==> src/rtl/uart_fifo.sv <==
// Byte buffer between the bus side and the rxtx UART core: a TX FIFO feeding rxtx through
// a start-pulse handshake, and an RX FIFO with sticky overrun reporting. Both FIFOs are
// first-word-fall-through ring buffers in the same clock domain.
module uart_fifo #(
    parameter int unsigned DEPTH_LOG2 = 4
) (
    input  logic                  clk_i,
    input  logic                  rst_i,
    input  logic                  wr_en_i,
    input  logic [7:0]            wr_data_i,
    output logic                  tx_full_o,
    output logic [DEPTH_LOG2:0]   tx_level_o,
    input  logic                  rd_en_i,
    output logic [7:0]            rd_data_o,
    output logic                  rx_empty_o,
    output logic [DEPTH_LOG2:0]   rx_level_o,
    output logic                  rx_overrun_o,
    input  logic                  ovr_clr_i,
    output logic                  tx_vld_o,
    output logic [7:0]            tx_data_o,
    input  logic                  txrdy_i,
    input  logic                  rx_vld_i,
    input  logic [7:0]            rx_data_i
);

    localparam int unsigned Depth = 1 << DEPTH_LOG2;
    localparam logic [DEPTH_LOG2:0]   CntFull = (DEPTH_LOG2 + 1)'(Depth);
    localparam logic [DEPTH_LOG2:0]   CntOne  = (DEPTH_LOG2 + 1)'(1);
    localparam logic [DEPTH_LOG2-1:0] PtrOne  = DEPTH_LOG2'(1);

    typedef enum logic [1:0] {StIdle, StSend, StBusy} tx_state_e;

    // ---------------- TX FIFO ----------------
    logic [7:0]            tx_mem_q [Depth];
    logic [DEPTH_LOG2-1:0] tx_wptr_q, tx_rptr_q;
    logic [DEPTH_LOG2:0]   tx_cnt_q, tx_cnt_d;
    logic                  tx_push, tx_pop, tx_full;
    tx_state_e             tx_state_q, tx_state_d;
    logic                  tx_vld_q, tx_vld_d;
    logic [7:0]            tx_data_q, tx_data_d;

    assign tx_full = (tx_cnt_q == CntFull);
    // A push into a full FIFO is still accepted when the FSM frees the head in the same cycle.
    assign tx_push = wr_en_i && (!tx_full || tx_pop);

    // TX storage write port
    always_ff @(posedge clk_i) begin
        if (tx_push) tx_mem_q[tx_wptr_q] <= wr_data_i;
    end

    // TX occupancy follows the push/pop pair
    always_comb begin
        tx_cnt_d = tx_cnt_q;
        case ({tx_push, tx_pop})
            2'b10:   tx_cnt_d = tx_cnt_q + CntOne;
            2'b01:   tx_cnt_d = tx_cnt_q - CntOne;
            default: tx_cnt_d = tx_cnt_q;
        endcase
    end

    // TX pointers and count
    always_ff @(posedge clk_i or posedge rst_i) begin
        if (rst_i) begin
            tx_wptr_q <= '0;
            tx_rptr_q <= '0;
            tx_cnt_q  <= '0;
        end else begin
            if (tx_push) tx_wptr_q <= tx_wptr_q + PtrOne;
            if (tx_pop)  tx_rptr_q <= tx_rptr_q + PtrOne;
            tx_cnt_q <= tx_cnt_d;
        end
    end

    // TX FSM state register
    always_ff @(posedge clk_i or posedge rst_i) begin
        if (rst_i) tx_state_q <= StIdle;
        else       tx_state_q <= tx_state_d;
    end

    // TX FSM next state; SEND waits for txrdy to drop so a stale high cannot relaunch
    always_comb begin
        tx_state_d = tx_state_q;
        case (tx_state_q)
            StIdle:  if (tx_cnt_q != '0 && txrdy_i) tx_state_d = StSend;
            StSend:  if (!txrdy_i) tx_state_d = StBusy;
            StBusy:  if (txrdy_i) tx_state_d = StIdle;
            default: tx_state_d = StIdle;
        endcase
    end

    // TX FSM outputs: launch pops the head and presents it for exactly one cycle
    always_comb begin
        tx_pop    = (tx_state_q == StIdle) && (tx_cnt_q != '0) && txrdy_i;
        tx_vld_d  = tx_pop;
        tx_data_d = tx_pop ? tx_mem_q[tx_rptr_q] : 8'h00;
    end

    // Registered handshake toward rxtx
    always_ff @(posedge clk_i or posedge rst_i) begin
        if (rst_i) begin
            tx_vld_q  <= 1'b0;
            tx_data_q <= 8'h00;
        end else begin
            tx_vld_q  <= tx_vld_d;
            tx_data_q <= tx_data_d;
        end
    end

    assign tx_vld_o   = tx_vld_q;
    assign tx_data_o  = tx_data_q;
    assign tx_full_o  = tx_full;
    assign tx_level_o = tx_cnt_q;

    // ---------------- RX FIFO ----------------
    logic [7:0]            rx_mem_q [Depth];
    logic [DEPTH_LOG2-1:0] rx_wptr_q, rx_rptr_q;
    logic [DEPTH_LOG2:0]   rx_cnt_q, rx_cnt_d;
    logic                  rx_push, rx_pop, rx_full, rx_empty, ovr_set;
    logic                  ovr_q, ovr_d;

    assign rx_full  = (rx_cnt_q == CntFull);
    assign rx_empty = (rx_cnt_q == '0);
    assign rx_pop   = rd_en_i && !rx_empty;
    // A full FIFO still takes a byte if software pops in the same cycle.
    assign rx_push  = rx_vld_i && (!rx_full || rd_en_i);
    assign ovr_set  = rx_vld_i && rx_full && !rd_en_i;

    // RX storage write port
    always_ff @(posedge clk_i) begin
        if (rx_push) rx_mem_q[rx_wptr_q] <= rx_data_i;
    end

    // RX occupancy and overrun next state; a new overrun wins over a clear
    always_comb begin
        rx_cnt_d = rx_cnt_q;
        case ({rx_push, rx_pop})
            2'b10:   rx_cnt_d = rx_cnt_q + CntOne;
            2'b01:   rx_cnt_d = rx_cnt_q - CntOne;
            default: rx_cnt_d = rx_cnt_q;
        endcase
        ovr_d = ovr_set || (ovr_q && !ovr_clr_i);
    end

    // RX pointers, count and overrun flag
    always_ff @(posedge clk_i or posedge rst_i) begin
        if (rst_i) begin
            rx_wptr_q <= '0;
            rx_rptr_q <= '0;
            rx_cnt_q  <= '0;
            ovr_q     <= 1'b0;
        end else begin
            if (rx_push) rx_wptr_q <= rx_wptr_q + PtrOne;
            if (rx_pop)  rx_rptr_q <= rx_rptr_q + PtrOne;
            rx_cnt_q <= rx_cnt_d;
            ovr_q    <= ovr_d;
        end
    end

    assign rd_data_o    = rx_mem_q[rx_rptr_q];
    assign rx_empty_o   = rx_empty;
    assign rx_level_o   = rx_cnt_q;
    assign rx_overrun_o = ovr_q;

endmodule

==> config.mk <==
export PLATFORM = sky130hd
export DESIGN_NAME = uart_fifo
export DESIGN_NICKNAME = d
export VERILOG_FILES = /design/src/rtl/uart_fifo.sv
export SDC_FILE = /design/constraint.sdc
export NUM_CORES = 1
export LEC_CHECK = 0
export CORE_AREA = 2 2 144 146
export CTS_CLUSTER_DIAMETER = 80
export CTS_CLUSTER_SIZE = 24
export DETAILED_ROUTE_END_ITERATION = 16
export DIE_AREA = 0 0 146 148
export PLACE_DENSITY_LB_ADDON = 0.1
export SYNTH_ARGS = -nofsm -noshare
export SYNTH_HDL_FRONTEND = slang
export SYNTH_SLANG_ARGS = --single-unit
==> constraint.sdc <==
create_clock -name clk_i -period 3.8 [get_ports clk_i]
set_clock_uncertainty 0.1 [all_clocks]
set_input_delay 0.95 -clock clk_i [delete_from_list [all_inputs] [get_ports clk_i]]
set_output_delay 0.95 -clock clk_i [all_outputs]
set_load 0.05 [all_outputs]
# Word level (Yosys, flattened, before mapping)
# Memory sizes are Yosys's and may differ from the RTL's.
# Index checks and enable logic that the tools add are counted.
[classes]
n_addsub = 8
n_eq_ne = 11
muxes = 11
reduce_logical = 23
[ops]
columns = ["operator", "n"]
rows = [
  ["$pmux 5 s2", 2],
  ["$add 4x1->4 const B", 4],
  ["$add 5x1->5 const B", 2],
  ["$eq 5x5->1 const B", 2],
  ["$sub 5x1->5 const B", 2],
  ["$logic_and 1x1->1", 9],
  ["$mux 8", 1],
  ["$eq 2x1->1 const B", 3],
  ["$eq 2x2->1 const B", 3],
  ["$mux 2", 3],
  ["$ne 2x2->1 const B", 3],
  ["$pmux 2 s3", 1],
  ["$logic_not 1->1", 5],
  ["$logic_not 5->1", 1],
  ["$reduce_bool 5->1", 1],
  ["$mux 1", 4],
  ["$reduce_bool 2->1", 2],
  ["$logic_or 1x1->1", 3],
  ["$reduce_and 3->1", 1],
  ["$logic_not 2->1", 1],
]
[totals]
reg_bits = 38
ram_bits = 256
input_bits = 23
word_cells = 65
memories = 2
[mem_list]
columns = ["memory", "depth", "word_bits", "rd", "rd_ports_with_merged_regs", "wr", "line", "source"]
rows = [
  ["rx_mem_q", 16, 8, 1, 0, 1, "115", "logic [7:0] rx_mem_q [Depth];"],
  ["tx_mem_q", 16, 8, 1, 0, 1, "34", "logic [7:0] tx_mem_q [Depth];"],
]

# Logic depth before layout (Yosys ltp)
# Gate-level depths: netlist of run 1.
[logic_depth]
word_depth = 7
mapped_depth = 12

# Worst setup path after synthesis of run 1
# No wires, ideal clock.
[synth_path]
kind = "flip-flop to flip-flop"
start = "register tx_cnt_q[1] (netlist: tx_level_o[1])"
end = "register tx_cnt_q[4] (netlist: tx_level_o[4])"
t_arrival_ns = 3.482
t_required_ns = 3.569
path_slack_ns = 0.086
path_stages_with_launch = 13
synth_period_minus_slack_ns = 3.714
cell_sequence = "dfrtp_1 -> buf_6 -> or4_4 -> o31a_4 -> inv_6 -> ha_1 -> clkbuf_1 -> xor2_1 -> ha_1 -> o211ai_1 -> nor4b_1 -> a2111o_1 -> or3_1"
[synth_between]
elab_chain_len = 7
[synth_lines]
columns = ["item", "line", "source"]
rows = [
  ["from (decl)", "36", "logic [DEPTH_LOG2:0] tx_cnt_q, tx_cnt_d;"],
  ["from (signal assigned)", "70", "tx_cnt_q <= tx_cnt_d;"],
  ["$reduce_bool 5->1", "93", "tx_pop = (tx_state_q == StIdle) && (tx_cnt_q != '0) && txrdy_i;"],
  ["$logic_and 1x1->1 (2 in a row)", "93", ""],
  ["$logic_or 1x1->1", "44", "assign tx_push = wr_en_i && (!tx_full || tx_pop);"],
  ["$logic_and 1x1->1", "44", ""],
  ["$eq 2x1->1 or $eq 2x2->1 (tied branches)", "54", "case ({tx_push, tx_pop})"],
  ["$pmux 5 s2 or $reduce_bool 2->1 (tied branches)", "--", ""],
]
# Parallel ways exist; a longest one is shown, timed or not.
# A chain may end at the register's enable or synchronous reset.

# Final worst setup path of run 1
[layout_path]
start = "register rx_rptr_q[0]"
end = "output port rd_data_o[4]"
[layout_between]
elab_chain_len = 1
[layout_lines]
columns = ["item", "line", "source"]
rows = [
  ["from (decl)", "116", "logic [DEPTH_LOG2-1:0] rx_wptr_q, rx_rptr_q;"],
  ["from (signal assigned)", "153", "if (rx_pop) rx_rptr_q <= rx_rptr_q + PtrOne;"],
  ["$mem_v2 16x8", "--", ""],
  ["to (decl)", "14", "output logic [7:0] rd_data_o,"],
]
# No other way between the ends.

==> results of run 1 <==
==> layout by cell type, fill, tap and decap left out, types with 3 or more instances in the layout <==
cell type / n
a21oi_1: 4
ha_1: 18
nor3b_1: 4
nand3_1: 5
clkbuf_1: 9
and2_1: 9
nor3_1: 5
nor2_1: 24
o21ai_0: 7
nand2_1: 22
xor2_1: 6
clkdlybuf4s50_1: 44
mux4_2: 64
dfrtp_2: 4
a21o_1: 3
inv_1: 10
edfxtp_1: 256
clkbuf_16: 17
xnor2_1: 14
nand2b_1: 4
dfrtp_1: 34
mux2_2: 4
and3_1: 4
buf_4: 46
a22oi_1: 16
nand4_1: 4
o22ai_1: 8
mux2i_1: 16
==> kinds of logic after synthesis <==
family                     Yosys count  synth area share
AOI/OAI and AO/OA                   51            0.0313
xor gates and xnor gates            20            0.0148
and+or+nand+nor                     97            0.0439
adders and majority gates           19            0.0208
muxes                               84             0.140
buffers and inverters               46            0.0174
DFF                                294             0.732
==> metrics by stage <==
step / power [mW] / setup TNS, ns / hold WS [ns] / util / setup slack, ns
final: 9.74 / 0 / 0.400 / 0.663 / 0.243
after CTS: 9.84 / 0 / 0.410 / 0.663 / 0.128
after global routing: 10.2 / 0 / 0.433 / 0.663 / 0.101
after detailed placement: 8.06 / -0.0176 / 0.382 / 0.639 / -0.0176
after floorplan: 6.92 / 0 / 0.353 / - / 0.0865
after global placement: 7.97 / 0 / 0.367 / 0.639 / 0.0783
==> registers in the layout (all words and copies together) (netlist names) <==
name / cells
rx_overrun_o: 1
tx_data_o: 8
tx_mem_q: 128
tx_wptr_q: 4
tx_level_o: 5
rx_wptr_q: 4
rx_level_o: 5
rx_mem_q: 128
tx_rptr_q: 4
tx_vld_o: 1
tx_state_q: 2
rx_rptr_q: 4
==> power by group <==
part           switching (mW)  total [mW]  internal (mW)
registers               0.467        4.44           3.97
logic                    1.94        3.49           1.56
clock network           0.964        1.81          0.848
total                    3.37        9.74           6.38
==> routing by layer <==
layer / wire [um] / up-vias
li1: - / 2585
met1: 8950 / 3027
met2: 12000 / 113
met3: 740 / 25
met4: 399 / 0
met5: 0 / -
==> area by class of cell <==
class                      count  area, um^2  area share
sequential                   294        8640       0.650
inverter                      12        50.0     0.00377
timing repair buffer          93         823      0.0619
clock inverter                 2        23.8     0.00179
clock buffer                  26         459      0.0345
tap                          270         338      0.0254
multi-input combinational    271        2950       0.222
==> worst max-delay path, cell delays in order (launching register included) <==
cell           delay, ns
dfrtp_2             0.43
buf_12              0.24
mux4_2              0.53
a22oi_1             0.26
nand2_1             0.12
dlygate4sd2_1       0.44
==> path summary, 6_finish.rpt <==
kind	end	slack, ns	cells past startpoint
min	tx_state_q[0]$_DFFE_PP0P_	0.40	1
max	rd_data_o[4]	0.24	5
max reg2reg	tx_level_o[4]$_DFFE_PP0P_	0.39	10
min reg2reg	tx_state_q[0]$_DFFE_PP0P_	0.40	1
min in group asynchronous	rx_wptr_q[3]$_DFFE_PP0P_	0.87	2
max in group asynchronous	rx_rptr_q[1]$_DFFE_PP0P_	2.11	2
==> summary.txt, run 1 <==
CTS
  – Total CTS buffers: 16
  – CTS tree: yes
  – Hold_buf cts: 0
  – Clock-pin transition on the worst setup and hold timing paths: 0.09 ns
  – Clk root buf: clkbuf_16
  – Post-CTS Resized: 3
  – Post-CTS Setup Bufs: 0
  – Clk buf depth: 3
  – H-tree depth: 1
  – Clock Latency Late Sink: 0.49 ns
  – CTS sink cnt: 294

Place
  – Post-Place Cell Area: 12800 um^2
  – Placed cells: 940
  – Dpl hpwl: 14300 um
  – Gpl congestion: 0.766
  – Port Buf Inserts: 52

Logic synthesis
  – Most common cell in the netlist: edfxtp_1
  – Avg Cell Area, Syn: 19.3 um^2
  – Dominant cells by area after synthesis: edfxtp_1 65%, mux4_2 12%, dfrtp_1 8.1%
  – Commonest cells post-synth: 256 x edfxtp_1, 64 x mux4_2, 38 x dfrtp_1
  – Share of the synthesized area in the top cell type: 0.652
  – Synth warn: 0
  – Ys flop type: edfxtp_1
  – Post-synth EDFFs: 256
  – Synth area leader: edfxtp_1
  – Gate Count Post-Synth: 611
  – Number of synthesized register bits: 294
  – Sequential share of the synthesized area: 0.732
  – Share of flip-flops with an asynchronous set or reset: 0.129
  – Cell Area, Synth: 11800 um^2
  – Mapped Nets: 653
  – Synth unique cells: 53

STA
  – RSZ-0062 raised after global routing: no
  – Final Max Slew Viols: 0
  – Maximum clock rate: 0.281 GHz
  – Final setup fails: 0
  – Period utilization: 0.936
  – Final min period: 3.56 ns
  – Fin. Hold Viols: 0
  – Slew HR: 0.397
  – Worst-margin pin slew: 0.904 ns

Route
  – DR vias/cell: 5.94
  – Routed length per instance: 22.8 um
  – Vias after detailed routing: 5750
  – Final ANT Viol Nets: 0
  – DRT iter0 DRCs: 417
  – Pre-antenna DRT Iters: 5
  – WL final: 22100 um
  – Drc violations: 0

Layout
  – Final nets: 730
  – Filler cells: 1378
  – Layout Cells excl Fill: 968
  – Final instance area: 13300 um^2
  – Layout area overhead: 12.7%
  – Layout cells sized above 1: 0.212
  – Antenna Cells: 0

Die
  – Starting Density: 0.589
  – # rows: 52
  – Die Wd: 146 um
  – Die Area: 21600 um^2
  – I/O Pins: 53
  – Die Height: 148 um
  – Core Area: 20000 um^2

Critical path
  – Worst-path fanout max: 24
  – CP Launch Type: register
  – Crit. End Element: output port
  – Crit path DAT: 2.51 ns
  – Reg-to-reg startpoint: tx_level_o[1]$_DFFE_PP0P_
  – Worst Setup SP: rx_rptr_q[0]$_DFFE_PP0P_
  – CP Class: register to output port
  – Crit path required time: 2.75 ns

Global route
  – Vias in the first global route: 6118
  – Global route hottest layer: met2
  – Global routing usage on met2: 0.391
  – Grt met1 use: 0.274
  – First-pass GRT wire length: 34800 um
  – Largest net degree at the start of global routing: 39
  – GR Util met3: 0.0207
  – Total Routing Usage GR: 0.211
  – Initial antenna violation count: 0
  – Congestion Overflow GR: 0

Hold path
  – Startpoint of the worst hold path: tx_state_q[1]$_DFFE_PP0P_
  – Hold WC Path Type: register to register

Power
  – IR drop worst, VDD: 0.485 mV
  – Leak Pwr: 4.52 nW
  – PwrDens: 733 nW/um^2

Run
  – # Max-Cap Violations: 0

Status
  – Outcome: finished clean
Power figures use the tool's default switching activity.
==> inputs of run 2 (changes only) <==
--- a/config.mk
+++ b/config.mk
@@ -5,11 +5,11 @@
 export SDC_FILE = /design/constraint.sdc
 export NUM_CORES = 1
 export LEC_CHECK = 0
-export CORE_AREA = 2 2 144 146
+export CORE_AREA = 2 2 213 215
 export CTS_CLUSTER_DIAMETER = 80
 export CTS_CLUSTER_SIZE = 24
 export DETAILED_ROUTE_END_ITERATION = 16
-export DIE_AREA = 0 0 146 148
+export DIE_AREA = 0 0 215 217
 export PLACE_DENSITY_LB_ADDON = 0.1
 export SYNTH_ARGS = -nofsm -noshare
 export SYNTH_HDL_FRONTEND = slang
==> summary.txt, run 2 (synthesis gave the netlist of run 1 again) <==
CTS
  – Hold_buf cts: 0 (unchanged)
  – Clk buf depth: 3 (unchanged)
  – Clk root buf: clkbuf_16 (unchanged)
  – Clock-pin transition on the worst setup and hold timing paths: 0.08 ns (was 0.09 ns)
  – Clock Latency Late Sink: 0.54 ns (was 0.49 ns)
  – Post-CTS Setup Bufs: 0 (unchanged)
  – Post-CTS Resized: 0 (was 3)
  – CTS tree: yes (unchanged)
  – CTS sink cnt: 294 (unchanged)
  – Total CTS buffers: 20 (was 16)
  – H-tree depth: 1 (unchanged)

Power
  – PwrDens: 738 nW/um^2 (was 733 nW/um^2)
  – Comb pwr share: 0.350 (was 0.359)
  – Clock Power Share: 0.219 (was 0.186)
  – Register share of total power: 0.431 (was 0.455)
  – IR drop worst, VDD: 0.415 mV (was 0.485 mV)
  – Leak Pwr: 4.61 nW (was 4.52 nW)
  – Internal Dissipation: 6.56 mW (was 6.38 mW)
  – Net Sw Power: 3.67 mW (was 3.37 mW)
  – Sw frac: 0.359 (was 0.346)

Critical path
  – R2R setup slack: 0.42 ns (was 0.39 ns)
  – CP Class: register to output port (unchanged)
  – CP Launch Type: register (unchanged)
  – Worst-path fanout max: 4 (was 24)
  – Ordered cell list for the critical path: or4_1 > nor2_1 > clkdlybuf4s50_1 (was buf_12 > mux4_2 > a22oi_1 > nand2_1 > dlygate4sd2_1)
  – Largest stage delay, worst path: 0.81 ns (was 0.53 ns)
  – Crit. End Element: output port (unchanged)
  – CP max-delay cell: clkdlybuf4s50_1 (was mux4_2)
  – Crit path required time: 2.75 ns (about the same)
  – Crit path DAT: 2.51 ns (about the same)

STA
  – Fin worst setup slack: 0.241 ns (was 0.243 ns)
  – Worst-margin pin slew: 0.933 ns (was 0.904 ns)
  – Final setup fails: 0 (unchanged)
  – Maximum clock rate: 0.281 GHz (about the same)
  – Slew HR: 0.378 (was 0.397)
  – Period utilization: 0.937 (was 0.936)
  – Final Max Slew Viols: 0 (unchanged)
  – Fin. Hold Viols: 0 (unchanged)
  – RSZ-0062 raised after global routing: no (unchanged)
  – Final min period: 3.56 ns (about the same)

Global route
  – Largest net degree at the start of global routing: 39 (unchanged)
  – Total Routing Usage GR: 0.115 (was 0.211)
  – First-pass GRT wire length: 40200 um (was 34800 um)
  – Vias in the first global route: 6246 (was 6118)
  – Initial antenna violation count: 0 (unchanged)
  – Congestion Overflow GR: 0 (unchanged)

Route
  – DRT iter0 DRCs: 302 (was 417)
  – Drc violations: 0 (unchanged)
  – Pre-antenna DRT Iters: 4 (was 5)
  – Vias after detailed routing: 5768 (was 5750)
  – Routed length per instance: 20.3 um (was 22.8 um)
  – Final ANT Viol Nets: 0 (unchanged)
  – DR vias/cell: 4.42 (was 5.94)
  – WL final: 26400 um (was 22100 um)

Die
  – Starting Density: 0.264 (was 0.589)
  – Die Area: 46700 um^2 (was 21600 um^2)
  – Die Height: 217 um (was 148 um)
  – Die Wd: 215 um (was 146 um)
  – Core Area: 44700 um^2 (was 20000 um^2)
  – I/O Pins: 53 (unchanged)
  – # rows: 78 (was 52)

Layout
  – FF+latch area: 8640 um^2 (about the same)
  – Layout area overhead: 17.5% (was 12.7%)
  – Multi-input logic area: 2950 um^2 (unchanged)
  – Filler cells: 4428 (was 1378)
  – Most frequent cells in the layout: 256 x edfxtp_1, 64 x mux4_2, 47 x buf_4, 44 x clkdlybuf4s50_1, 35 x dfrtp_1 (was 256 x edfxtp_1, 64 x mux4_2, 46 x buf_4, 44 x clkdlybuf4s50_1, 34 x dfrtp_1)
  – Layout Cells excl Fill: 1304 (was 968)
  – Final instance area: 13900 um^2 (was 13300 um^2)
  – Final nets: 733 (was 730)
  – Commonest non-fill, non-tap cell in the layout: edfxtp_1 (unchanged)
  – Layout cells sized above 1: 0.229 (was 0.212)

Status
  – Outcome: finished clean (unchanged)

Place
  – Port Buf Inserts: 52 (unchanged)
  – Placed cells: 1269 (was 940)
  – Post-Place Cell Area: 13200 um^2 (was 12800 um^2)
  – Dpl hpwl: 17400 um (was 14300 um)
  – Gpl congestion: 0.740 (was 0.766)
  – Worst slack, placed: -0.0166 ns (was -0.0176 ns)

Run
  – # Max-Cap Violations: 0 (unchanged)

Hold path
  – Hold WC Path Type: register to register (unchanged)
run 2: changes by cell type in the layout (fill, tap and decap cells not counted), sizes merged:
cell         before  now
diode             0    1
clkinv            1    5
inv              12   18
dlygate4sd2       2    0
clkbuf           26   22
buf              47   48
run 2: worst paths after layout:
kind,from,to,cells past startpoint
worst max-delay path,rx_level_o[2]$_DFFE_PP0P_,rx_empty_o,3
min in group asynchronous,rst_i,rx_rptr_q[1]$_DFFE_PP0P_,2
max in group asynchronous,rst_i,tx_rptr_q[3]$_DFFE_PP0P_,2
worst max register to register,rx_level_o[2]$_DFFE_PP0P_,rx_level_o[4]$_DFFE_PP0P_,8
worst min register to register,tx_state_q[1]$_DFFE_PP0P_,tx_state_q[0]$_DFFE_PP0P_,1
worst min-delay path,tx_state_q[1]$_DFFE_PP0P_,tx_state_q[0]$_DFFE_PP0P_,1
run 2: final cells by class:
type / instances / area share
flip-flops and latches: 294 / 0.623
repair buffers: 92 / 0.0587
inverters: 12 / 0.00361
clock inverters: 12 / 0.00858
multi-input cells: 271 / 0.213
clock buffers: 22 / 0.0382
diodes: 1 / 0.000181
well taps: 600 / 0.0542
run 2: critical path, delay by kind of cell (launching register included):
kind,cells,cell delay [ns]
buffers and inverters,1,0.81
AND/OR/NAND/NOR,2,0.75
flip-flops,1,0.43
run 2: metrics by stage:
| stage | total power, mW | hold WS, ns | TNS (ns) | util |
|---|---|---|---|---|
| global route | 10.8 | 0.424 | 0 | 0.310 |
| detailed placement | 8.17 | 0.372 | -0.0166 | 0.296 |
| floorplan | 6.92 | 0.353 | 0 | - |
| CTS | 10.5 | 0.393 | 0 | 0.310 |
| global placement | 8.10 | 0.368 | 0 | 0.296 |
| finish | 10.2 | 0.392 | 0 | 0.310 |
run 2: metal layers:
metal	vias up	track usage	part of all wire
met1	3039	0.137	0.41
met3	32	0.0200	0.039
li1	2609	-	-
met5	-	0	0
met2	88	0.214	0.53
met4	0	0.0310	0.019
run 2: power groups by stage:
stage | combinational (mW) | sequential (mW) | clock [mW]
final | 3.58 | 4.41 | 2.24
after global placement | 3.62 | 4.48 | 0
after CTS | 3.66 | 4.44 | 2.35
after detailed placement | 3.65 | 4.51 | 0
after global routing | 3.87 | 4.49 | 2.47
after floorplan | 2.43 | 4.49 | 0
